**config.mk**
```make
export PLATFORM = sky130hd
export DESIGN_NAME = pattern_recorder
export DESIGN_NICKNAME = d
export VERILOG_FILES = /design/src/rtl/pattern_recorder.sv
export SDC_FILE = /design/constraint.sdc
export NUM_CORES = 1
export LEC_CHECK = 0
export ABC_CLOCK_PERIOD_IN_PS = 2400
export BUFFER_PORTS_ARGS = -buffer_cell sky130_fd_sc_hd__buf_2
export CAP_MARGIN = 10
export CORE_MARGIN = 2
export CORE_UTILIZATION = 49
export CTS_CLUSTER_DIAMETER = 60
export DETAILED_ROUTE_END_ITERATION = 12
export PLACE_DENSITY = 0.74
export SETUP_SLACK_MARGIN = 0.4
export SKIP_CTS_REPAIR_TIMING = 1
export SLEW_MARGIN = 20
export SYNTH_ARGS = -nofsm -noshare
export SYNTH_HDL_FRONTEND = slang
export SYNTH_SLANG_ARGS = --single-unit
```
**constraint.sdc**
```tcl
create_clock -name clock -period 2.4 [get_ports clock]
set_input_delay 0.36 -clock clock [delete_from_list [all_inputs] [get_ports clock]]
set_output_delay 0.36 -clock clock [all_outputs]
set_load 0.02 [all_outputs]
```
**src/rtl/pattern_recorder.sv**
```systemverilog
// Records synchronized switch samples, one per tick, into pattern memory.
// Start/stop buttons are edge-detected after a two-flop synchronizer.
module pattern_recorder #(
    parameter int WIDTH  = 5,
    parameter int ADDR_W = 4,
    parameter int DEPTH  = 16
) (
    input  logic              clock,
    input  logic              reset,
    input  logic              tick,
    input  logic [WIDTH-1:0]  sw,
    input  logic              rec_start,
    input  logic              rec_stop,
    output logic              wr_en,
    output logic [ADDR_W-1:0] wr_addr,
    output logic [WIDTH-1:0]  wr_data,
    output logic              busy,
    output logic              done,
    output logic [ADDR_W:0]   length
);

    typedef enum logic [1:0] {
        IDLE,
        ARM,
        CAPTURE,
        DONE
    } state_t;

    localparam logic [ADDR_W:0] DEPTH_L = (ADDR_W+1)'(DEPTH);

    state_t            state_q, state_d;
    logic [ADDR_W-1:0] ptr_q, ptr_d;
    logic [ADDR_W:0]   length_q, length_d;
    logic              wr_en_q, wr_en_d;
    logic [ADDR_W-1:0] wr_addr_q, wr_addr_d;
    logic [WIDTH-1:0]  wr_data_q, wr_data_d;
    logic              busy_q, busy_d;
    logic              done_q, done_d;

    logic [WIDTH-1:0]  sw_s1_q, sw_s2_q;
    logic [2:0]        start_q, stop_q;
    logic              start_rise, stop_rise, capture;

    // [0],[1] synchronize; [2] is the previous synchronized level
    always_ff @(posedge clock or negedge reset) begin
        if (!reset) begin
            sw_s1_q <= '0;
            sw_s2_q <= '0;
            start_q <= '0;
            stop_q  <= '0;
        end else begin
            sw_s1_q <= sw;
            sw_s2_q <= sw_s1_q;
            start_q <= {start_q[1:0], rec_start};
            stop_q  <= {stop_q[1:0], rec_stop};
        end
    end

    assign start_rise = start_q[1] & ~start_q[2];
    assign stop_rise  = stop_q[1] & ~stop_q[2];

    always_comb begin
        state_d   = state_q;
        ptr_d     = ptr_q;
        length_d  = length_q;
        wr_en_d   = 1'b0;
        wr_addr_d = wr_addr_q;
        wr_data_d = wr_data_q;
        capture   = 1'b0;
        unique case (state_q)
            IDLE, DONE: begin
                if (start_rise) begin
                    state_d  = ARM;
                    ptr_d    = '0;
                    length_d = '0;
                end
            end
            ARM: begin
                ptr_d    = '0;
                length_d = '0;
                if (tick) begin
                    capture = 1'b1;
                    state_d = stop_rise ? DONE : CAPTURE;
                end else if (stop_rise) begin
                    state_d = DONE;
                end
            end
            CAPTURE: begin
                capture = tick;
                if (stop_rise) state_d = DONE;
            end
            default: state_d = IDLE;
        endcase
        // a write on the same tick as stop still lands before DONE
        if (capture) begin
            wr_en_d   = 1'b1;
            wr_addr_d = ptr_d;
            wr_data_d = sw_s2_q;
            length_d  = length_d + (ADDR_W+1)'(1);
            if (length_d == DEPTH_L) state_d = DONE;
            else ptr_d = ptr_d + ADDR_W'(1);
        end
        busy_d = (state_d == ARM) || (state_d == CAPTURE);
        done_d = (state_d == DONE);
    end

    always_ff @(posedge clock or negedge reset) begin
        if (!reset) begin
            state_q   <= IDLE;
            ptr_q     <= '0;
            length_q  <= '0;
            wr_en_q   <= 1'b0;
            wr_addr_q <= '0;
            wr_data_q <= '0;
            busy_q    <= 1'b0;
            done_q    <= 1'b0;
        end else begin
            state_q   <= state_d;
            ptr_q     <= ptr_d;
            length_q  <= length_d;
            wr_en_q   <= wr_en_d;
            wr_addr_q <= wr_addr_d;
            wr_data_q <= wr_data_d;
            busy_q    <= busy_d;
            done_q    <= done_d;
        end
    end

    assign wr_en   = wr_en_q;
    assign wr_addr = wr_addr_q;
    assign wr_data = wr_data_q;
    assign busy    = busy_q;
    assign done    = done_q;
    assign length  = length_q;

endmodule
```
==> run_results.csv <==
group,metric,value,unit
timing,rsz0062_at_grt,"yes",
global_routing,grt_max_degree,40,
yosys,synth_area_leaders,"dfrtp_1 (62%), nand2_1 (6.2%), ha_1 (4.0%)",
setup_path,r2r-end,"busy",
layout,nNetsFinal,178,
global_routing,grt_pass1_vias,1017,
clock_tree,cts_tree,"done",
yosys,syn_area_per_cell,12.0,sq um
yosys,synth_cells,131,
floorplan,io_pins,27,
global_routing,grt_use_total,0.170,
setup_path,critPathArrivalTime,2.23,ns
layout,area_growth,18.7,%
yosys,synth_warnings,0,
clock_tree,clock_path_buffers,2,
setup_path,required,2.65,ns
floorplan,dieArea,3670,sq um
layout,multi_input_area,574,sq um
clock_tree,path_clk_slew,0.11,ns
timing,fmax,0.505,GHz
yosys,ys_seq_area_frac,0.623,
power_and_ir_drop,finalPower,2.05,mW
floorplan,num_rows,20,
floorplan,die_y,60.5,microns
layout,antenna_cells,0,
setup_path,rr_startpoint,"state_q[0]",
placed_design,placed_area,1730,sq um
yosys,synth_edf_count,0,
floorplan,dieWidth,60.5,microns
drt,wire_per_inst,13.2,microns
timing,fin_hold_ws,0.0890,ns
drt,via_per_inst,5.04,
setup_path,cp-start-kind,"flop",
timing,finalSetupViolations,0,
layout,nFillCells,279,
placed_design,numPortBuffers,26,
drt,antenna_left,0,
yosys,synth_most_common_cell,"dfrtp_1",
timing,worstMarginPinSlew,0.805,ns
clock_tree,numClockSinks,39,
clock_tree,clkLatencyLatePin,0.34,ns
timing,hold_violations,0,
run,drv_cap,0,
layout,postLayoutCellArea,1860,sq um
clock_tree,htreeDepth,2,
drt,num_vias,1049,
drt,first_iter_violations,31,
yosys,synthArstFlopShare,1.00,
power_and_ir_drop,powerDensity,1100,nW/um^2
setup_path,rr_worst_depth,9,
yosys,yosys.area.top_type,"dfrtp_1",
global_routing,gr-total-overflow,0,
setup_path,end_kind,"flop",
min_path,hp-class,"in2async",
global_routing,grt_pass1_wl,4.44,mm
clock_tree,cts_buffers,5,
floorplan,coreArea,3050,sq um
drt,dr.pass1.iters,4,
placed_design,hpwl,1.83,mm
yosys,yosysUniqueCellTypes,37,
yosys,ys_ff_latch,39,
layout,seqCellArea,977,sq um
drt,wirelength,2.75,mm
yosys,synth_top_cell_area_share,0.623,
setup_path,critPathMaxFanout,6,
yosys,ys.flop_type,"dfrtp_1",
setup_path,worst-r2r-setup-slack,0.42,ns
timing,finalMaxSlewViolations,0,
layout,drive_gt1_frac,0.329,
setup_path,crit_start,"state_q[0]",
yosys,syn_area,1570,sq um
timing,clock_skew,0.00701,ns
yosys,syn_nets,146,
run_status,outcome,"completed",
power_and_ir_drop,ir_drop,0.603,mV
floorplan,start_util,0.513,
timing,fin_tns_setup,0,ns
setup_path,worstSetupPathType,"reg2reg",
timing,min_period,1.98,ns
yosys,synth_common_cells,"dfrtp_1 (39), nand2_1 (26), inv_1 (6)",
clock_tree,clock-root-buffer,"clkbuf_4",
global_routing,grt_antenna_before_repair,0,
timing,period_share,0.826,
power_and_ir_drop,p_leak,0.917,nW
placed_design,gp_congestion,0.839,
drt,drc,0,
timing,relSlewSlack,0.463,
## state kept, by name (all words and copies together), names as in the netlist, 2 cells and up
register	flops
length	5
sw_s2_q	5
ptr_q	4
sw_s1_q	5
state_q	2
wr_addr	4
wr_data	5
start_q	3
stop_q	3
## routing by layer
metal,routed length (microns),vias up,GRT usage
met5,0,-,0
met4,46,0,0.0745
met3,134,8,0.0640
met2,1380,30,0.275
met1,1180,512,0.204
li1,-,499,-
## critical path, stage by stage, from the launching register on
cell,delay [ns]
dfrtp_1,0.41
inv_2,0.09
ha_4,0.21
a21o_1,0.20
and2_4,0.18
ha_4,0.16
and2_4,0.18
a31oi_4,0.15
a21oi_4,0.06
ha_4,0.24
## cell families after synthesis
kind of cell / synth area share
flops: 0.623
fa+ha+maj: 0.0399
mux: 0.0160
compound gates: 0.0951
buf+inv: 0.0543
simple gates: 0.149
xor+xnor: 0.0224
## worst max-delay path by stage
stage	to	slack, ns	depth (start not counted)
6_report	busy	0.42	9
5_1_grt	busy	0.36	9
4_1_cts	busy	0.26	8
3_5_place_dp	busy	0.27	8
3_3_place_gp	busy	0.36	8
2_1_floorplan	busy	0.17	11
## placed cells by master (no fill, tap or decap), types with 3 or more instances in the layout
| cell | n |
|---|---|
| dfrtp_1 | 38 |
| and2_4 | 3 |
| buf_4 | 5 |
| xor2_1 | 3 |
| ha_4 | 3 |
| a21oi_1 | 4 |
| o21ai_0 | 4 |
| clkbuf_4 | 5 |
| inv_1 | 5 |
| nand2b_1 | 3 |
| nand2_1 | 26 |
| buf_2 | 26 |
## where the power goes
part           switching [mW]  total, mW  internal (mW)
sequential             0.0771      0.872          0.795
clock                   0.210      0.323          0.113
combinational           0.510      0.857          0.348
## metrics by stage
stage	worst slack [ns]	utilization	instances
detailed placement	0.274	0.567	197
finish	0.419	0.609	208
CTS	0.259	0.584	205
global route	0.360	0.609	208
global placement	0.357	0.567	197
floorplan	0.168	-	131
## area by class of cell
| class | count | share of cell area |
|---|---|---|
| sequential | 39 | 0.526 |
| multi-input combinational | 79 | 0.309 |
| timing repair buffer | 31 | 0.0902 |
| tap | 44 | 0.0296 |
| clock buffer | 6 | 0.0222 |
| inverter | 7 | 0.0168 |
| clock inverter | 2 | 0.00673 |
Power figures use the tool's default switching activity.
